`src/rtl/cpu_status_flags_if.sv`:
```
// Bus between the 6502/2A03 sequencer/ALU and the status-flag block.
// Clock and reset are plain ports on the block itself.
interface cpu_status_flags_if;
    logic       alu_c_out;
    logic       alu_v_out;
    logic       alu_z_out;
    logic       alu_n_out;
    logic [3:0] flag_we;
    logic [2:0] flag_op;
    logic       bit_load;
    logic       p_load;
    logic       p_load_now;
    logic [7:0] r_data;
    logic       push_b;
    logic       set_i;
    logic [2:0] br_cond;
    logic       br_taken;
    logic [7:0] p_out;
    logic       c_flag;
    logic       poll;
    logic       nmi_n;
    logic       irq_n;
    logic       int_ack;
    logic       int_is_nmi;
    logic       nmi_pending;
    logic       irq_pending;

    modport master (
        output alu_c_out, alu_v_out, alu_z_out, alu_n_out,
        output flag_we, flag_op, bit_load, p_load, p_load_now, r_data,
        output push_b, set_i, br_cond, poll, nmi_n, irq_n, int_ack, int_is_nmi,
        input  br_taken, p_out, c_flag, nmi_pending, irq_pending
    );

    modport slave (
        input  alu_c_out, alu_v_out, alu_z_out, alu_n_out,
        input  flag_we, flag_op, bit_load, p_load, p_load_now, r_data,
        input  push_b, set_i, br_cond, poll, nmi_n, irq_n, int_ack, int_is_nmi,
        output br_taken, p_out, c_flag, nmi_pending, irq_pending
    );
endinterface

```
`src/rtl/cpu_status_flags.sv`:
```
// 6502/2A03 status register, branch evaluation and interrupt request tracking.
// Define CPU_DECIMAL_FLAG_EN to give D real storage; the 2A03 build leaves it out.
module cpu_status_flags #(
    parameter int NMI_SYNC_STAGES = 2
) (
    input logic               clock,
    input logic               reset,
    cpu_status_flags_if.slave bus
);

    typedef enum logic [2:0] {
        OP_NONE = 3'd0,
        OP_CLC  = 3'd1,
        OP_SEC  = 3'd2,
        OP_CLI  = 3'd3,
        OP_SEI  = 3'd4,
        OP_CLV  = 3'd5,
        OP_CLD  = 3'd6,
        OP_SED  = 3'd7
    } flag_op_e;

    flag_op_e op;
    assign op = flag_op_e'(bus.flag_op);

    logic n_q, n_d, v_q, v_d, i_q, i_d, z_q, z_d, c_q, c_d;
    logic i_eff_q, i_eff_d;
    logic nmi_prev_q, nmi_prev_d;
    logic nmi_pending_q, nmi_pending_d;
    logic irq_pending_q, irq_pending_d;
    logic [NMI_SYNC_STAGES-1:0] nmi_sync_q, nmi_sync_d;
    logic [NMI_SYNC_STAGES-1:0] irq_sync_q, irq_sync_d;
    logic nmi_sync, irq_sync, nmi_edge;
    logic d_q;

    // Status byte bits 5 and 4 never load; bit 3 is dropped without a D flag.
    logic unused_rdata;
    assign unused_rdata = ^{bus.r_data[5:3]};

    // Each flag takes the highest-priority source targeting it:
    // p_load, set_i, bit_load, flag_op, flag_we.
    always_comb begin
        n_d = n_q;
        v_d = v_q;
        i_d = i_q;
        z_d = z_q;
        c_d = c_q;

        if (bus.p_load)           n_d = bus.r_data[7];
        else if (bus.bit_load)    n_d = bus.r_data[7];
        else if (bus.flag_we[3])  n_d = bus.alu_n_out;

        if (bus.p_load)           v_d = bus.r_data[6];
        else if (bus.bit_load)    v_d = bus.r_data[6];
        else if (op == OP_CLV)    v_d = 1'b0;
        else if (bus.flag_we[2])  v_d = bus.alu_v_out;

        if (bus.p_load)           i_d = bus.r_data[2];
        else if (bus.set_i)       i_d = 1'b1;
        else if (op == OP_CLI)    i_d = 1'b0;
        else if (op == OP_SEI)    i_d = 1'b1;

        if (bus.p_load)           z_d = bus.r_data[1];
        else if (bus.bit_load)    z_d = bus.alu_z_out;
        else if (bus.flag_we[1])  z_d = bus.alu_z_out;

        if (bus.p_load)           c_d = bus.r_data[0];
        else if (op == OP_CLC)    c_d = 1'b0;
        else if (op == OP_SEC)    c_d = 1'b1;
        else if (bus.flag_we[0])  c_d = bus.alu_c_out;
    end

`ifdef CPU_DECIMAL_FLAG_EN
    logic d_d;

    always_comb begin
        d_d = d_q;
        if (bus.p_load)           d_d = bus.r_data[3];
        else if (op == OP_CLD)    d_d = 1'b0;
        else if (op == OP_SED)    d_d = 1'b1;
    end

    always_ff @(posedge clock) begin
        if (reset) d_q <= 1'b0;
        else       d_q <= d_d;
    end
`else
    assign d_q = 1'b0;
`endif

    // Interrupt lines are asynchronous; NMI_SYNC_STAGES is expected in 1..3.
    always_comb begin
        nmi_sync_d[0] = bus.nmi_n;
        irq_sync_d[0] = bus.irq_n;
        for (int s = 1; s < NMI_SYNC_STAGES; s++) begin
            nmi_sync_d[s] = nmi_sync_q[s-1];
            irq_sync_d[s] = irq_sync_q[s-1];
        end
    end

    assign nmi_sync = nmi_sync_q[NMI_SYNC_STAGES-1];
    assign irq_sync = irq_sync_q[NMI_SYNC_STAGES-1];
    assign nmi_edge = nmi_prev_q & ~nmi_sync;

    always_comb begin
        nmi_prev_d    = nmi_sync;
        nmi_pending_d = nmi_pending_q;
        irq_pending_d = irq_pending_q;
        i_eff_d       = i_eff_q;

        // A fresh edge outranks the acknowledge of the previous request.
        if (bus.int_ack && bus.int_is_nmi) nmi_pending_d = 1'b0;
        if (nmi_edge)                      nmi_pending_d = 1'b1;

        // The mask used at a poll is the I value from the previous boundary.
        if (bus.poll) begin
            irq_pending_d = ~irq_sync & ~i_eff_q;
            i_eff_d       = i_q;
        end
        if (bus.int_ack && !bus.int_is_nmi) irq_pending_d = 1'b0;
        if (bus.p_load && bus.p_load_now)   i_eff_d       = bus.r_data[2];
    end

    always_ff @(posedge clock) begin
        if (reset) begin
            n_q           <= 1'b0;
            v_q           <= 1'b0;
            i_q           <= 1'b1;
            z_q           <= 1'b0;
            c_q           <= 1'b0;
            i_eff_q       <= 1'b1;
            nmi_prev_q    <= 1'b0;
            nmi_pending_q <= 1'b0;
            irq_pending_q <= 1'b0;
            nmi_sync_q    <= '1;
            irq_sync_q    <= '1;
        end else begin
            n_q           <= n_d;
            v_q           <= v_d;
            i_q           <= i_d;
            z_q           <= z_d;
            c_q           <= c_d;
            i_eff_q       <= i_eff_d;
            nmi_prev_q    <= nmi_prev_d;
            nmi_pending_q <= nmi_pending_d;
            irq_pending_q <= irq_pending_d;
            nmi_sync_q    <= nmi_sync_d;
            irq_sync_q    <= irq_sync_d;
        end
    end

    // br_cond[2:1] picks the flag, br_cond[0] the polarity that takes the branch.
    always_comb begin
        bus.br_taken = 1'b0;
        case (bus.br_cond[2:1])
            2'b00:   bus.br_taken = (n_q == bus.br_cond[0]);
            2'b01:   bus.br_taken = (v_q == bus.br_cond[0]);
            2'b10:   bus.br_taken = (c_q == bus.br_cond[0]);
            2'b11:   bus.br_taken = (z_q == bus.br_cond[0]);
            default: bus.br_taken = 1'b0;
        endcase
    end

    assign bus.p_out       = {n_q, v_q, 1'b1, bus.push_b, d_q, i_q, z_q, c_q};
    assign bus.c_flag      = c_q;
    assign bus.nmi_pending = nmi_pending_q;
    assign bus.irq_pending = irq_pending_q;

endmodule

```
`src/flat_wrapper.sv`:
```
// flat-port wrapper written by rule: the top's interface ports become plain ports
module cpu_status_flags_flat 
#(
    parameter int NMI_SYNC_STAGES = 2
)
  (clock, reset, bus_alu_c_out, bus_alu_v_out, bus_alu_z_out, bus_alu_n_out, bus_flag_we, bus_flag_op, bus_bit_load, bus_p_load, bus_p_load_now, bus_r_data, bus_push_b, bus_set_i, bus_br_cond, bus_poll, bus_nmi_n, bus_irq_n, bus_int_ack, bus_int_is_nmi, bus_br_taken, bus_p_out, bus_c_flag, bus_nmi_pending, bus_irq_pending);
  cpu_status_flags_if bus_i ();
  input logic clock;
  input logic reset;
  input wire logic [$bits(bus_i.alu_c_out)-1:0] bus_alu_c_out;
  input wire logic [$bits(bus_i.alu_v_out)-1:0] bus_alu_v_out;
  input wire logic [$bits(bus_i.alu_z_out)-1:0] bus_alu_z_out;
  input wire logic [$bits(bus_i.alu_n_out)-1:0] bus_alu_n_out;
  input wire logic [$bits(bus_i.flag_we)-1:0] bus_flag_we;
  input wire logic [$bits(bus_i.flag_op)-1:0] bus_flag_op;
  input wire logic [$bits(bus_i.bit_load)-1:0] bus_bit_load;
  input wire logic [$bits(bus_i.p_load)-1:0] bus_p_load;
  input wire logic [$bits(bus_i.p_load_now)-1:0] bus_p_load_now;
  input wire logic [$bits(bus_i.r_data)-1:0] bus_r_data;
  input wire logic [$bits(bus_i.push_b)-1:0] bus_push_b;
  input wire logic [$bits(bus_i.set_i)-1:0] bus_set_i;
  input wire logic [$bits(bus_i.br_cond)-1:0] bus_br_cond;
  input wire logic [$bits(bus_i.poll)-1:0] bus_poll;
  input wire logic [$bits(bus_i.nmi_n)-1:0] bus_nmi_n;
  input wire logic [$bits(bus_i.irq_n)-1:0] bus_irq_n;
  input wire logic [$bits(bus_i.int_ack)-1:0] bus_int_ack;
  input wire logic [$bits(bus_i.int_is_nmi)-1:0] bus_int_is_nmi;
  output wire logic [$bits(bus_i.br_taken)-1:0] bus_br_taken;
  output wire logic [$bits(bus_i.p_out)-1:0] bus_p_out;
  output wire logic [$bits(bus_i.c_flag)-1:0] bus_c_flag;
  output wire logic [$bits(bus_i.nmi_pending)-1:0] bus_nmi_pending;
  output wire logic [$bits(bus_i.irq_pending)-1:0] bus_irq_pending;
  assign bus_i.alu_c_out = bus_alu_c_out;
  assign bus_i.alu_v_out = bus_alu_v_out;
  assign bus_i.alu_z_out = bus_alu_z_out;
  assign bus_i.alu_n_out = bus_alu_n_out;
  assign bus_i.flag_we = bus_flag_we;
  assign bus_i.flag_op = bus_flag_op;
  assign bus_i.bit_load = bus_bit_load;
  assign bus_i.p_load = bus_p_load;
  assign bus_i.p_load_now = bus_p_load_now;
  assign bus_i.r_data = bus_r_data;
  assign bus_i.push_b = bus_push_b;
  assign bus_i.set_i = bus_set_i;
  assign bus_i.br_cond = bus_br_cond;
  assign bus_i.poll = bus_poll;
  assign bus_i.nmi_n = bus_nmi_n;
  assign bus_i.irq_n = bus_irq_n;
  assign bus_i.int_ack = bus_int_ack;
  assign bus_i.int_is_nmi = bus_int_is_nmi;
  assign bus_br_taken = bus_i.br_taken;
  assign bus_p_out = bus_i.p_out;
  assign bus_c_flag = bus_i.c_flag;
  assign bus_nmi_pending = bus_i.nmi_pending;
  assign bus_irq_pending = bus_i.irq_pending;
  cpu_status_flags #(.NMI_SYNC_STAGES(NMI_SYNC_STAGES)) u_core (.clock(clock), .reset(reset), .bus(bus_i));
endmodule
```
`config.mk`:
```
export PLATFORM = sky130hd
export DESIGN_NAME = cpu_status_flags_flat
export DESIGN_NICKNAME = d
export VERILOG_FILES = /design/src/rtl/cpu_status_flags_if.sv /design/src/rtl/cpu_status_flags.sv /design/src/flat_wrapper.sv
export SDC_FILE = /design/constraint.sdc
export NUM_CORES = 1
export LEC_CHECK = 0
export BUFFER_PORTS_ARGS = -buffer_cell sky130_fd_sc_hd__clkbuf_2
export CAP_MARGIN = 20
export CELL_PAD_IN_SITES_DETAIL_PLACEMENT = 0
export CELL_PAD_IN_SITES_GLOBAL_PLACEMENT = 1
export CORE_AREA = 2 2 53 55
export DETAILED_ROUTE_END_ITERATION = 10
export DIE_AREA = 0 0 55 57
export MAX_ROUTING_LAYER = met4
export PLACE_DENSITY = 0.8
export SLEW_MARGIN = 25
export SYNTH_ARGS = -nofsm -noshare
export SYNTH_HDL_FRONTEND = slang
export SYNTH_SLANG_ARGS = --single-unit
```
`constraint.sdc`:
```
create_clock -name clock -period 1.7 [get_ports clock]
set_clock_uncertainty 0.1 [all_clocks]
set_input_delay 0.425 -clock clock [delete_from_list [all_inputs] [get_ports clock]]
set_output_delay 0.425 -clock clock [all_outputs]
set_load 0.02 [all_outputs]
```
==> impl_metrics.csv, run 1 <==
group,metric,value,unit
yosys,synth_flop_cell,"dfxtp_1",
yosys,yosys-top-cells-count,"dfxtp_1 (13), nor2_1 (9), buf_4 (8)",
worst_setup_path,critPathArrivalTime,1410,ps
worst_setup_path,cp_data_required_time,1170,ps
worst_setup_path,cp-start-kind,"flop",
power_and_ir_drop,swShare,27.3,%
clocking,worstSkewPairLatency,270,ps
power_and_ir_drop,p_per_area,784,nW/um^2
worst_setup_path,crit_start,"u_core.z_q$_SDFFE_PP0P_",
worst_setup_path,crit_chain,"mux4_2 > xnor2_4 > buf_8",
detailed_routing,num_vias,560,
sta,setup_viol,1,
finish,area_growth,37.0,%
global_routing,antenna_found_initial,0,
place,dp_hpwl,1120,um
job,drv_cap,0,
global_routing,first_global_vias,524,
yosys,syn_nets,104,
yosys,async_reset_ff_share,0,%
sta,fmax,516,MHz
power_and_ir_drop,pwr-share-comb,23.3,%
sta,period_minus_slack,1940,ps
clocking,clk_path_buf_depth,2,
hold_path,hold_path_class,"input pin to flop",
floorplanning,core,2620,um^2
global_routing,grt_max_degree,14,
yosys,netlist_area,629,um^2
worst_setup_path,crit_path_end_kind,"primary output",
clocking,cts_buffers,3,
finish,finalCoreUtilization,33.0,%
floorplanning,dieArea,3140,um^2
finish,num_antenna_cells,0,
yosys,yosys.area.top_type,"dfxtp_1",
sta,period_share,114,%
power_and_ir_drop,seq_power_share,48.9,%
worst_setup_path,critPathKind,"flop to primary output",
yosys,yosysSeqAreaShare,41.4,%
detailed_routing,ant_nets,0,
clocking,cts_tree,"yes",
worst_setup_path,cp_slowest_cell,"mux4_2",
sta,tns,-238,ps
detailed_routing,viasPerCell,4.15,
yosys,synth_edf_count,0,
yosys,synth_most_common_cell,"dfxtp_1",
detailed_routing,drc_errors,0,
detailed_routing,wirelength,1310,um
finish,final_nets,139,
yosys,ys_types,22,
global_routing,overflow,0,
global_routing,grt.total_usage,9.27,%
hold_path,whs_path_depth,2,
yosys,ys_seq_elements,13,
yosys,post-synth-top-area-fraction,41.4,%
run_status,violations,"negative setup slack",
power_and_ir_drop,p_leak,0.425,nW
yosys,ys_top_cells_by_area,"dfxtp_1 (41%), buf_4 (9.5%), mux2i_1 (8.0%), nor2_1 (5.4%), a21oi_1 (4.8%)",
worst_setup_path,crit_fanout,3,
detailed_routing,drtIter0Drc,6,
sta,worst_slack,-238,ps
power_and_ir_drop,irDropWorstVdd,0.307,mV
clocking,h-tree-depth,1,
floorplanning,start_util,24.1,%
finish,drive_above_1_share,50.0,%
power_and_ir_drop,p_sw,184,uW
place,gp_congestion,0.711,
power_and_ir_drop,pwr-share-clk,27.8,%
sta,drv_slew,0,
yosys,postSynthCellCount,70,
floorplanning,num_rows,19,
detailed_routing,routedWlPerCell,9.73,um
worst_setup_path,reg2reg_from,"u_core.bus.c_flag$_SDFFE_PP0P_",
place,io_buffers,38,
yosys,ys_warn_count,0,
floorplanning,die_y,57,um
floorplanning,die_w,55,um
yosys,synth_area_per_cell,8.99,um^2
detailed_routing,first_pass_iters,4,
worst_setup_path,reg2regPathDepth,4,
clocking,clockRootBuffer,"clkbuf_4",
clocking,cts.sinks,13,
sta,grt_setup_unrepaired,"yes",
floorplanning,ios,46,
global_routing,grt_pass1_wl,2040,um
hold_path,worstHoldStart,"bus_nmi_n",
power_and_ir_drop,p_int,492,uW
run_status,status,"finished, violations left",
worst_setup_path,r2r_setup_slack,530,ps
clocking,cts_hold_buf,0,
sta,hold_violations,0,
worst_setup_path,critPathMaxStageDelay,530,ps
clocking,cts.clk_slew.worst_paths,80,ps
-- through the flow --
| stage | power, mW | hold WS, ps | instance area [um^2] | std cells | setup WS (ps) |
|---|---|---|---|---|---|
| final | 0.676 | 230 | 862 | 135 | -238 |
| after global routing | 0.721 | 227 | 862 | 135 | -310 |
| after CTS | 0.686 | 227 | 861 | 135 | -278 |
| after detailed placement | 0.489 | 299 | 823 | 131 | -222 |
| after global placement | 0.486 | 292 | 823 | 131 | -207 |
| after floorplan | 0.439 | 289 | 648 | 70 | -4.77 |
-- kinds of logic (layout without fill, tap and decap cells) --
family | count (synthesis) | after routing | synth area share, %
AO/OA/AOI/OAI | 15 | 15 | 15.1
AND/OR/NAND/NOR | 20 | 20 | 15.5
other | 2 | 2 | 1.19
flip-flops | 13 | 13 | 41.4
multiplexers | 7 | 7 | 13.3
buffers and inverters | 12 | 46 | 12.1
XOR/XNOR | 1 | 1 | 1.39
-- final cells by class --
class,count,area (um^2)
fillers,294,1750
flip-flops and latches,13,262
well taps,31,38.8
repair buffers,40,215
inverters,2,7.51
clock buffers,3,22.5
clock inverters,1,5.00
multi-input cells,45,312
-- placed cells by master (no fill, tap or decap), types with 2 or more instances in the layout --
cell and n:
o21ai_0 3, conb_1 2, nor2b_1 3, a211oi_1 2, nor2_1 9, dfxtp_1 12
mux2i_1 5, nand2_1 2, buf_4 2, a21oi_1 6, clkbuf_4 3, or2_2 4
nand2b_1 2, inv_1 2, clkbuf_2 37
-- state kept, by name, summed over array words and instances (netlist names) --
name	flops
u_core.bus.c_flag	1
u_core.bus.irq_pending	1
u_core.bus.nmi_pending	1
u_core.i_eff_q	1
u_core.i_q	1
u_core.irq_sync_q	2
u_core.n_q	1
u_core.nmi_prev_q	1
u_core.nmi_sync_q	2
u_core.v_q	1
u_core.z_q	1
-- routing by layer --
metal	wire length, um	GRT usage, %
met5	0	-
met4	19	4.18
met3	100	1.57
met2	653	15.8
met1	538	10.2
-- final timing paths --
| kind | end |
|---|---|
| setup / recovery | bus_br_taken |
| hold / removal | u_core.nmi_sync_q[0]$_SDFF_PP1_ |
| setup reg to reg | u_core.bus.c_flag$_SDFFE_PP0P_ |
| hold reg to reg | u_core.nmi_sync_q[1]$_SDFF_PP1_ |
-- critical path, delay by kind of cell, from the launching register on --
family                    cells  cell delay (ps)
muxes                         1              530
xor gates and xnor gates      1              160
DFF                           1              330
buffers and inverters         1              120
-- what timing repair did --
item,CTS,global route
gates resized for setup,3,1
setup buffers,0,0
endpoints found under the setup margin,1,1
-- power by group through the flow --
stage	sequential [mW]	clock, mW	combinational [mW]
finish	0.331	0.188	0.158
floorplan	0.341	0	0.0983
global route	0.334	0.212	0.175
CTS	0.331	0.197	0.158
detailed placement	0.338	0	0.151
global placement	0.337	0	0.148
Power figures use the tool's default switching activity.
==> run 2: changes to the inputs <==
- GPL_TIMING_DRIVEN: unset -> 0
==> run 2 against run 1 <==
Routed wire length is 8.6% higher. Sequential power is essentially flat. Sequential share of layout area fell by 2.1 points. Clock power about the same. Largest power group unchanged. Largest cell class unchanged. Global-route usage rose by 0.87 points. Cell count is 7.4% higher. Via count increased by 7.3%. The flow still finishes with violations (negative setup slack). Flip-flop and latch count unchanged. Critical path type unchanged. Critical path depth stayed put. Non-clock buffer count grew 10. Die area unchanged. Setup slack improved by 8.5 ps.
==> impl_metrics.csv, run 2 (synthesis gave the netlist of run 1 again) <==
group,metric,value,unit
job,drv_cap,0,
clocking,cts_tree,"yes",
power_and_ir_drop,p_leak,0.467,nW
worst_setup_path,crit_path_end_kind,"primary output",
detailed_routing,ant_nets,0,
detailed_routing,routedWlPerCell,9.83,um
clocking,h-tree-depth,1,
detailed_routing,first_pass_iters,3,
place,dpl_worst_slack,-209,ps
worst_setup_path,critPathArrivalTime,1400,ps
sta,fmax,518,MHz
finish,final_nets,149,
worst_setup_path,cp-start-kind,"flop",
floorplanning,core,2620,um^2
detailed_routing,drtIter0Drc,10,
detailed_routing,wirelength,1430,um
sta,period_share,114,%
clocking,cts.clk_slew.worst_paths,80,ps
finish,fillers,285,
place,dp_hpwl,1180,um
place,gp_congestion,0.705,
detailed_routing,viasPerCell,4.14,
global_routing,grt_max_degree,11,
place,io_buffers,38,
sta,setup_viol,1,
floorplanning,start_util,24.1,%
finish,mostFrequentLayoutCell,"clkbuf_2",
finish,layout_common_cells,"clkbuf_2 (37), dfxtp_1 (11), buf_4 (10), nor2_1 (9), a21oi_1 (6)",
finish,top_regs,"u_core.irq_sync_q x2, u_core.nmi_sync_q x2",
finish,regArea,263,um^2
sta,worst_slack,-230,ps
power_and_ir_drop,total_power,697,uW
hold_path,hold_path_class,"input pin to flop",
worst_setup_path,crit_buf_inv,1,
worst_setup_path,cp_slowest_cell,"mux4_2",
detailed_routing,drc_errors,0,
worst_setup_path,cp_data_required_time,1170,ps
floorplanning,die_w,55,um
finish,multi_input_area,312,um^2
worst_setup_path,crit_fanout,2,
sta,drv_slew,0,
sta,grt_setup_unrepaired,"yes",
clocking,worstSkewPairLatency,270,ps
global_routing,antenna_found_initial,0,
sta,period_minus_slack,1930,ps
clocking,clk_path_buf_depth,2,
clocking,cts_buffers,3,
run_status,violations,"negative setup slack",
power_and_ir_drop,p_per_area,749,nW/um^2
finish,num_antenna_cells,0,
floorplanning,dieArea,3140,um^2
worst_setup_path,crit_family,"multiplexers",
floorplanning,num_rows,19,
finish,drive_above_1_share,53.5,%
run_status,status,"finished, violations left",
detailed_routing,num_vias,601,
clocking,cts.sinks,13,
power_and_ir_drop,irDropWorstVdd,0.345,mV
global_routing,overflow,0,
global_routing,first_global_vias,570,
clocking,cts_hold_buf,0,
global_routing,grt.total_usage,10.1,%
finish,area_growth,47.9,%
worst_setup_path,critPathMaxStageDelay,520,ps
floorplanning,die_y,57,um
clocking,clockRootBuffer,"clkbuf_4",
worst_setup_path,critPathKind,"flop to primary output",
worst_setup_path,crit_chain,"mux4_2 > xnor2_4 > buf_8",
sta,hold_violations,0,
floorplanning,ios,46,
global_routing,grt_pass1_wl,2240,um
==> run 2: changes by cell type in the layout (fill, tap and decap cells not counted), sizes merged <==
cell,delta
clkbuf,+2
buf,+9
clkinv,-1
==> run 2: final timing paths <==
kind / from / endpoint / slack (ps) / cells after the start
max: u_core.z_q$_SDFFE_PP0P_ / bus_br_taken / -230 / 3
min: bus_nmi_n / u_core.nmi_sync_q[0]$_SDFF_PP1_ / 240 / 2
max reg2reg: u_core.bus.c_flag$_SDFFE_PP0P_ / u_core.bus.c_flag$_SDFFE_PP0P_ / 500 / 4
min reg2reg: u_core.nmi_sync_q[0]$_SDFF_PP1_ / u_core.nmi_sync_q[1]$_SDFF_PP1_ / 310 / 1
==> run 2: metal layers <==
metal	GRT usage, %	wire, um	up-vias
li1	-	-	314
met1	10.2	601	262
met2	18.0	712	23
met3	2.36	93	2
met4	4.18	19	0
met5	-	0	-
==> run 2: final cells by class <==
type | count | share of cell area (%)
Inverter | 2 | 0.806
Buffer | 10 | 7.39
Tap cell | 31 | 4.17
Multi-Input combinational cell | 45 | 33.5
Sequential cell | 13 | 28.2
Timing Repair Buffer | 40 | 23.1
Clock buffer | 4 | 2.82
==> run 2: timing repair <==
item	in CTS	in global routing
setup endpoints to repair	1	1
resized for setup	4	1
buffers inserted	2	0
pin swaps	0	0
==> run 2: metrics by stage <==
stage | util (%) | hold WS [ps] | area, um^2 | instances | setup TNS (ps)
CTS | 35.6 | 234 | 930 | 145 | -266
finish | 35.6 | 239 | 931 | 145 | -230
floorplan | - | 289 | 648 | 70 | -4.77
detailed placement | 33.5 | 294 | 877 | 139 | -209
global placement | 33.5 | 292 | 877 | 139 | -207
global route | 35.6 | 229 | 931 | 145 | -288
==> run 2: power by group <==
part | total (mW) | leakage [nW] | switching, mW | internal [mW]
Sequential | 0.331 | 0.108 | 0.00880 | 0.323
Combinational | 0.178 | 0.343 | 0.0806 | 0.0975
Clock | 0.188 | 0.0150 | 0.0971 | 0.0908
==> run 2: worst register-to-register path, delay by kind of cell (launching register included) <==
family	cells	cell delay, ps
AND/OR/NAND/NOR	1	70
flip-flops	1	330
multiplexers	1	190
buffers and inverters	1	130
AO/OA/AOI/OAI	1	270
